===== config.mk =====
export PLATFORM = sky130hd
export DESIGN_NAME = bk_serial_adder
export DESIGN_NICKNAME = d
export VERILOG_FILES = /design/src/rtl/bk_pkg.sv /design/src/rtl/bk_serial_adder_bk4_cin.sv /design/src/rtl/bk_serial_adder.sv
export SDC_FILE = /design/constraint.sdc
export NUM_CORES = 1
export LEC_CHECK = 0
export CAP_MARGIN = 20
export CORE_ASPECT_RATIO = 0.9
export CORE_UTILIZATION = 44
export DETAILED_ROUTE_END_ITERATION = 7
export PLACE_DENSITY = 0.77
export SYNTH_ARGS = -nofsm -noshare
export SYNTH_HDL_FRONTEND = slang
export SYNTH_SLANG_ARGS = --single-unit

===== constraint.sdc =====
create_clock -name clk -period 2.65 [get_ports clk]
set_clock_uncertainty 0.1 [all_clocks]
set_input_delay 0.53 -clock clk [delete_from_list [all_inputs] [get_ports clk]]
set_output_delay 0.53 -clock clk [all_outputs]
set_load 0.005 [all_outputs]

===== src/rtl/bk_pkg.sv =====
// Shared types for the digit-serial Brent-Kung adder: digit width, digit type
// and the two-state operand FSM encoding.
package bk_pkg;

    localparam int unsigned DIGIT_W = 4;

    typedef logic [DIGIT_W-1:0] digit_t;

    typedef enum logic {
        IDLE = 1'b0,
        RUN  = 1'b1
    } bk_state_t;

endpackage


===== src/rtl/bk_serial_adder_bk4_cin.sv =====
// bk4_cin: 4-bit combinational Brent-Kung prefix adder with carry-in.
module bk4_cin
    import bk_pkg::*;
(
    input  digit_t a,
    input  digit_t b,
    input  logic   cin,
    output digit_t sum,
    output logic   cout
);

    digit_t g;
    digit_t p;
    digit_t c;
    logic   g0c;
    logic   g10;
    logic   g32;
    logic   p32;
    logic   g30;
    logic   g20;

    always_comb begin
        g    = a & b;
        p    = a ^ b;
        // Carry-in is folded into bit 0's generate so the tree needs no extra level.
        g0c  = g[0] | (p[0] & cin);
        g10  = g[1] | (p[1] & g0c);
        g32  = g[3] | (p[3] & g[2]);
        p32  = p[3] & p[2];
        g30  = g32 | (p32 & g10);
        g20  = g[2] | (p[2] & g10);
        c    = {g20, g10, g0c, cin};
        sum  = p ^ c;
        cout = g30;
    end

endmodule


===== src/rtl/bk_serial_adder.sv =====
// Digit-serial (LSD first) adder with a one-deep output register and
// ready/valid handshakes. Define BK_SERIAL_SUB_EN to add the in_sub port (A-B).
module bk_serial_adder
    import bk_pkg::*;
#(
    parameter int unsigned MAX_DIGITS = 8
) (
    input  logic         clk,
    input  logic         rst_n,
    input  logic         in_valid,
    output logic         in_ready,
    input  logic [3:0]   in_a,
    input  logic [3:0]   in_b,
    input  logic         in_last,
`ifdef BK_SERIAL_SUB_EN
    input  logic         in_sub,
`endif
    output logic         out_valid,
    input  logic         out_ready,
    output logic [3:0]   out_sum,
    output logic         out_last,
    output logic         out_cout,
    output logic         out_err,
    output logic         busy
);

    localparam int unsigned         CNT_W    = $clog2(MAX_DIGITS);
    localparam logic [CNT_W-1:0]    LAST_CNT = CNT_W'(MAX_DIGITS - 1);

    bk_state_t          state_q, state_d;
    logic               carry_q, carry_d;
    logic [CNT_W-1:0]   count_q, count_d;
    logic               out_valid_q, out_valid_d;
    digit_t             out_sum_q, out_sum_d;
    logic               out_last_q, out_last_d;
    logic               out_cout_q, out_cout_d;
    logic               out_err_q, out_err_d;

    logic               xfer;
    logic               trunc;
    logic               last_eff;
    digit_t             b_eff;
    logic               cin;
    digit_t             add_sum;
    logic               add_cout;

`ifdef BK_SERIAL_SUB_EN
    logic               sub_q, sub_d;
    logic               first;
    logic               sub_eff;
`endif

    // ---------------- operand conditioning ----------------
    always_comb begin
`ifdef BK_SERIAL_SUB_EN
        first   = (state_q == IDLE);
        sub_eff = first ? in_sub : sub_q;
        b_eff   = sub_eff ? ~in_b : in_b;
        cin     = first ? sub_eff : carry_q;
`else
        b_eff   = in_b;
        cin     = carry_q;
`endif
    end

    bk4_cin u_adder (
        .a    (in_a),
        .b    (b_eff),
        .cin  (cin),
        .sum  (add_sum),
        .cout (add_cout)
    );

    always_comb begin
        in_ready = !out_valid_q || out_ready;
        xfer     = in_valid && in_ready;
        trunc    = !in_last && (count_q == LAST_CNT);
        last_eff = in_last || trunc;
    end

    // ---------------- FSM: state register ----------------
    always_ff @(posedge clk or negedge rst_n) begin
        if (!rst_n) begin
            state_q <= IDLE;
        end else begin
            state_q <= state_d;
        end
    end

    // ---------------- FSM: next state ----------------
    always_comb begin
        state_d = state_q;
        if (xfer) begin
            state_d = last_eff ? IDLE : RUN;
        end
    end

    // ---------------- FSM: outputs ----------------
    always_comb begin
        busy = (state_q == RUN);
    end

    // ---------------- datapath next values ----------------
    always_comb begin
        carry_d     = carry_q;
        count_d     = count_q;
        out_valid_d = out_valid_q;
        out_sum_d   = out_sum_q;
        out_last_d  = out_last_q;
        out_cout_d  = out_cout_q;
        out_err_d   = out_err_q;
`ifdef BK_SERIAL_SUB_EN
        sub_d       = sub_q;
`endif
        if (xfer) begin
            out_valid_d = 1'b1;
            out_sum_d   = add_sum;
            out_last_d  = last_eff;
            out_cout_d  = last_eff ? add_cout : 1'b0;
            out_err_d   = trunc;
            if (last_eff) begin
                carry_d = 1'b0;
                count_d = '0;
            end else begin
                carry_d = add_cout;
                count_d = count_q + CNT_W'(1);
            end
`ifdef BK_SERIAL_SUB_EN
            if (first) begin
                sub_d = in_sub;
            end
`endif
        end else if (out_ready) begin
            out_valid_d = 1'b0;
        end
    end

    always_ff @(posedge clk or negedge rst_n) begin
        if (!rst_n) begin
            carry_q     <= 1'b0;
            count_q     <= '0;
            out_valid_q <= 1'b0;
            out_sum_q   <= '0;
            out_last_q  <= 1'b0;
            out_cout_q  <= 1'b0;
            out_err_q   <= 1'b0;
`ifdef BK_SERIAL_SUB_EN
            sub_q       <= 1'b0;
`endif
        end else begin
            carry_q     <= carry_d;
            count_q     <= count_d;
            out_valid_q <= out_valid_d;
            out_sum_q   <= out_sum_d;
            out_last_q  <= out_last_d;
            out_cout_q  <= out_cout_d;
            out_err_q   <= out_err_d;
`ifdef BK_SERIAL_SUB_EN
            sub_q       <= sub_d;
`endif
        end
    end

    assign out_valid = out_valid_q;
    assign out_sum   = out_sum_q;
    assign out_last  = out_last_q;
    assign out_cout  = out_cout_q;
    assign out_err   = out_err_q;

endmodule

==> qor.json, run 1 <==
{
  "timing.final.hold_violations": 0,
  "status": "finished clean",
  "setup.worst_path.class": "in -> reg",
  "std_cell_rows": 13,
  "crit_fanout": 2,
  "grt_pass1_wl_um": 2010,
  "dpl.hpwl_um": 940,
  "timing.final.crit_share_pct": 96.4,
  "n_antenna_cell": 0,
  "h-tree-depth": 1,
  "mappedNetlistNets": 80,
  "dp_slack_ns": -0.271,
  "p_clk_share_pct": 23.4,
  "pwr_density_cell_mw_per_mm2": 568,
  "final-setup-viol-count": 0,
  "cts_tree": "built",
  "final_design_area_no_fill_um2": 962,
  "hold_buffers": 0,
  "cap_viol_max_count": 0,
  "tightestPinTransition_ns": 0.588,
  "post-synth-top-area-cell": "dfrtp_1",
  "pwr-share-seq_pct": 46.7,
  "finish.net_count": 105,
  "cts_root_cell": "clkbuf_4",
  "synth_seq_area_share_pct": 45.9,
  "util_after_layout_pct": 65.0,
  "tritoncts.num_buffers": 3,
  "fin_crit_ns": 2.56,
  "final.hold.worst_slack_ns": 0.391,
  "worst_ep_required_time_ns": 2.72,
  "floorplan.initialDensity_pct": 47.8,
  "cts.path.max_buffers": 2,
  "coreArea_mm2": 0.00148,
  "mappedNetlistArea_um2": 708,
  "max_clock_freq_mhz": 391,
  "p_total_uw": 546,
  "dp_cells": 102,
  "report.final.slew_viol_count": 0,
  "worst_slew_margin_rel_pct": 60.7,
  "place_area_um2": 933,
  "setup_ws_ns": 0.0949,
  "drt_wl_total_um": 1210,
  "number_of_antenna_violations_at_the_first_check_in_global_routing": 0,
  "p_int_uw": 396,
  "clk-insertion-delay-late_ns": 0.28,
  "post_route_cells_drive_above_1_share_pct": 9.52,
  "critical_path.endpoint_type": "flip-flop",
  "worst_setup_path_start_kind": "primary input",
  "p_leak_nw": 0.466,
  "grt_start_max_net_pins": 14,
  "worst_hold_path_type": "reg -> reg",
  "grt_remaining_overflow": 0,
  "post-route-drc-count": 0,
  "vdd_ir_drop_max_mv": 0.290,
  "final_cell_count_no_fill": 106,
  "cts.reportedPaths.clkPinSlew_ns": 0.08,
  "timing.setup.tns_ns": 0,
  "timing.critical_path.arrival_ns": 2.63,
  "overall_die_height_um": 40.1,
  "cts_num_sinks": 13,
  "synth.area.top_cells": "dfrtp_1, fa_1, ha_1",
  "antenna_violating_nets_post_route": 0,
  "gp_routability_congestion": 0.697,
  "syn-instance-count": 60,
  "synth.avg_cell_area_um2": 11.8,
  "p_comb_share_pct": 30.0,
  "syn2layout_area_growth_pct": 35.9,
  "fillers": 121,
  "dieArea_mm2": 0.00177,
  "synthDominantCellAreaShare_pct": 45.9,
  "synth-seq-cells": 13,
  "wl_per_cell_um": 11.4,
  "detailedRoute.firstIterationViolations": 0,
  "drt_first_pass_iters": 1,
  "die_x_um": 44.3,
  "vias_per_cell": 4.65,
  "port_buffers": 22,
  "netlist-cell-type-count": 23,
  "grt_setup_unrepaired": "false",
  "first_global_vias": 456,
  "netSwitchingPower_uw": 150,
  "share_of_total_power_consumed_by_net_switching_pct": 27.5,
  "io_pins": 23,
  "ys_warn_count": 0,
  "vias": 493,
  "gr-usage-all-layers_pct": 17.2
}
[registers in the layout, summed over array words and instances (netlist names)]
signal / count
out_sum: 4
count_q: 3
busy: 1
carry_q: 1
out_cout: 1
out_err: 1
out_last: 1
out_valid: 1
[critical path: stages]
cell and delay, ns:
clkdlybuf4s50_1 0.45, inv_1 0.06, fa_1 0.44, fa_2 0.37
fa_1 0.38, xnor2_1 0.14, mux2_4 0.26
[metal layers]
| metal | GRT usage [%] | up-vias | wire length, um |
|---|---|---|---|
| met5 | 0 | - | 0 |
| met4 | 15.9 | 0 | 44 |
| met3 | 2.70 | 5 | 43 |
| met2 | 25.7 | 18 | 535 |
| met1 | 21.6 | 229 | 588 |
| li1 | - | 241 | - |
[power by group through the flow]
stage / Sequential (mW) / Combinational [mW] / Clock [mW]
after detailed placement: 0.258 / 0.165 / 0
after CTS: 0.255 / 0.166 / 0.130
after global placement: 0.257 / 0.159 / 0
after floorplan: 0.258 / 0.0744 / 0
final: 0.255 / 0.164 / 0.128
after global routing: 0.259 / 0.182 / 0.138
[worst paths after layout]
| check | slack [ns] | to | startpoint | depth (start not counted) |
|---|---|---|---|---|
| min in group asynchronous | 0.51 | count_q[2]$_DFFE_PN0P_ | rst_n | 1 |
| min | 0.39 | out_last$_DFFE_PN0P_ | out_last$_DFFE_PN0P_ | 1 |
| max in group asynchronous | 1.55 | out_cout$_DFFE_PN0P_ | rst_n | 1 |
| min reg2reg | 0.39 | out_last$_DFFE_PN0P_ | out_last$_DFFE_PN0P_ | 1 |
| max reg2reg | 0.52 | out_sum[3]$_DFFE_PN0P_ | carry_q$_DFFE_PN0P_ | 6 |
| max | 0.09 | out_sum[3]$_DFFE_PN0P_ | in_a[0] | 7 |
[Yosys cell counts]
library cell and instances:
dfrtp_1 13, inv_1 13, ha_1 4, mux2i_1 4
fa_1 3, o21ai_0 3, buf_6 2, mux2_4 2
nand4_1 2, a211oi_1 1, and2_4 1, and3b_1 1
nand2_1 1, nand2b_4 1, nand3_1 1, nand3b_1 1
nor2_1 1, nor2b_1 1, o21a_1 1, o22ai_1 1
o2bb2ai_1 1, or2b_1 1, xnor2_1 1
[final cells by class]
type	instances	area [um2]	area share, %
multi-input combinational	32	314	32.6
tap	22	27.5	2.86
timing repair buffer	22	220	22.9
clock buffer	4	26.3	2.73
inverter	13	48.8	5.07
sequential	13	325	33.8
[cells in the final DEF (no fill, tap or decap), types with 2 or more instances in the layout]
cell type and n:
nand4_1 2, dfrtp_1 13, mux2_4 2, fa_1 2, o21ai_0 3, clkbuf_4 3
inv_1 13, clkdlybuf4s50_1 22, ha_1 4, mux2i_1 4
[logic make-up after synthesis]
logic type / share of synthesized area (%)
buffers and inverters: 10.1
DFF: 45.9
and+or+nand+nor: 11.0
AOI/OAI and AO/OA: 6.36
adders and majority gates: 15.5
muxes: 9.89
xor gates and xnor gates: 1.24
[timing repair]
| item | in CTS | in global routing |
|---|---|---|
| endpoints found under the setup margin | 0 | 1 |
| resized for setup | 0 | 1 |
| buffers inserted | 0 | 0 |
Note: power is estimated with default switching activity, not from simulation.
==> run 2, diff against run 1 <==
==> constraint.sdc (replaced) <==
create_clock -name clk -period 2.65 [get_ports clk]
set_clock_uncertainty 0.1 [all_clocks]
set_input_delay 0.265 -clock clk [delete_from_list [all_inputs] [get_ports clk]]
set_output_delay 0.265 -clock clk [all_outputs]
set_load 0.005 [all_outputs]
==> qor.json, run 2 (synthesis gave the netlist of run 1 again) <==
{
  "grt_setup_unrepaired": "false",
  "final_cell_count_no_fill": 106,
  "reg2reg_to": "out_sum[3]$_DFFE_PN0P_",
  "std_cell_rows": 13,
  "post_route_cells_drive_above_1_share_pct": 8.33,
  "cts_repair_resize_count": 0,
  "crit_fanout": 2,
  "dp_slack_ns": -0.00633,
  "die_x_um": 44.3,
  "grt_start_max_net_pins": 14,
  "fin_crit_ns": 2.34,
  "gr-usage-all-layers_pct": 17.2,
  "endpoint": "out_sum[3]$_DFFE_PN0P_",
  "critical_path.endpoint_type": "flip-flop",
  "dp_cells": 102,
  "vias": 501,
  "first_global_vias": 456,
  "pwr_density_cell_mw_per_mm2": 568,
  "dieArea_mm2": 0.00177,
  "worst_hold_path_type": "in -> async",
  "coreArea_mm2": 0.00148,
  "p_leak_nw": 0.467,
  "critical_path.startpoint": "in_a[0]",
  "netSwitchingPower_uw": 149,
  "n_antenna_cell": 0,
  "worst_r2r_startpoint": "carry_q$_DFFE_PN0P_",
  "finish.net_count": 105,
  "h-tree-depth": 1,
  "detailedRoute.firstIterationViolations": 3,
  "overall_die_height_um": 40.1,
  "worst_ep_required_time_ns": 2.72,
  "critical-path-slowest-cell": "clkdlybuf4s50_1",
  "worst_slew_margin_rel_pct": 61.2,
  "mostFrequentLayoutCells": "clkdlybuf4s50_1, inv_1, dfrtp_1, mux2i_1, ha_1",
  "tightestPinTransition_ns": 0.581,
  "cts_num_sinks": 13,
  "syn2layout_area_growth_pct": 35.5,
  "number_of_flip_flops_in_the_largest_register": 4,
  "grt_remaining_overflow": 0,
  "share_of_total_power_consumed_by_net_switching_pct": 27.4,
  "wl_per_cell_um": 11.3,
  "antenna_violating_nets_post_route": 0,
  "reg2reg_setup_slack_ns": 0.47,
  "timing.final.hold_violations": 0,
  "final.hold.worst_slack_ns": 0.248,
  "dpl.hpwl_um": 940,
  "layout_commonest_cell": "clkdlybuf4s50_1",
  "worst_setup_path_start_kind": "primary input",
  "p_comb_share_pct": 29.9,
  "cts.reportedPaths.clkPinSlew_ns": 0.08,
  "status": "finished clean",
  "hold_buffers": 0,
  "post-route-drc-count": 0,
  "worstPathCellList": "clkdlybuf4s50_1 > inv_1 > fa_1 > fa_1 > fa_1 > xnor2_1 > mux2_4",
  "fillers": 120,
  "post_cts.repair.setup_buffers": 0,
  "critPathMostFrequentCell": "fa_1",
  "final-setup-viol-count": 0,
  "util_after_layout_pct": 64.8,
  "timing.critical_path.arrival_ns": 2.41,
  "vdd_ir_drop_max_mv": 0.290,
  "port_buffers": 22,
  "number_of_antenna_violations_at_the_first_check_in_global_routing": 0,
  "report.final.slew_viol_count": 0,
  "p_clk_share_pct": 23.3,
  "cts.path.max_buffers": 2,
  "reg2regPathDepth": 6,
  "timing.final.crit_share_pct": 88.2,
  "floorplan.initialDensity_pct": 47.8,
  "clk-insertion-delay-late_ns": 0.28,
  "setup.worst_path.class": "in -> reg",
  "grt_pass1_wl_um": 2010,
  "pwr-share-seq_pct": 46.8,
  "vias_per_cell": 4.73,
  "max_clock_freq_mhz": 428,
  "tritoncts.num_buffers": 3,
  "cts_tree": "built",
  "setup_ws_ns": 0.312,
  "critPathMaxStageDelay_ns": 0.45,
  "gp_routability_congestion": 0.697,
  "drt_first_pass_iters": 4,
  "cts_root_cell": "clkbuf_4",
  "io_pins": 23,
  "drt_wl_total_um": 1200,
  "cap_viol_max_count": 0,
  "p_int_uw": 395
}
## run 2: layout make-up
class,instances,area [um2],area share [%]
Clock buffer,4,26.3,2.74
Tap cell,22,27.5,2.87
Sequential cell,13,325,33.9
Multi-Input combinational cell,32,312,32.5
Timing Repair Buffer,22,220,22.9
Inverter,13,48.8,5.08
## run 2: how the worst min path moves through the flow
stage	startpoint	endpoint	slack (ns)	cells past startpoint
after global routing	rst_n	count_q[2]$_DFFE_PN0P_	0.29	1
after CTS	rst_n	out_err$_DFFE_PN0P_	0.27	1
after global placement	out_last$_DFFE_PN0P_	out_last$_DFFE_PN0P_	0.37	1
after detailed placement	out_last$_DFFE_PN0P_	out_last$_DFFE_PN0P_	0.38	1
after floorplan	rst_n	busy$_DFFE_PN0P_	-0.13	0
final	rst_n	out_err$_DFFE_PN0P_	0.25	1
## run 2: power groups by stage
stage               sequential (mW)  clock (mW)  combinational (mW)
floorplan                     0.258           0              0.0744
global placement              0.257           0               0.159
detailed placement            0.258           0               0.165
CTS                           0.255       0.130               0.166
global route                  0.259       0.138               0.182
finish                        0.255       0.127               0.163
## run 2: routing by layer
layer | vias to the layer above | wire length (um) | part of all wire [%] | GRT usage, %
met5 | - | 0 | 0 | 0
met4 | 0 | 44 | 3.7 | 15.9
met2 | 20 | 535 | 45 | 25.7
li1 | 242 | - | - | -
met3 | 5 | 47 | 3.9 | 2.70
met1 | 234 | 572 | 48 | 21.6
## run 2: per-stage QoR
stage               power [mW]  setup TNS [ns]  area [um2]
finish                   0.545               0         960
global route             0.579               0         960
detailed placement       0.422        -0.00633         933
floorplan                0.333               0         708
CTS                      0.550               0         960
global placement         0.416               0         933
## run 2: critical path: cells and delay by family
family / cells / cell delay [ns]
fa+ha+maj: 3 / 1.24
mux: 1 / 0.26
buf+inv: 2 / 0.50
xor+xnor: 1 / 0.14
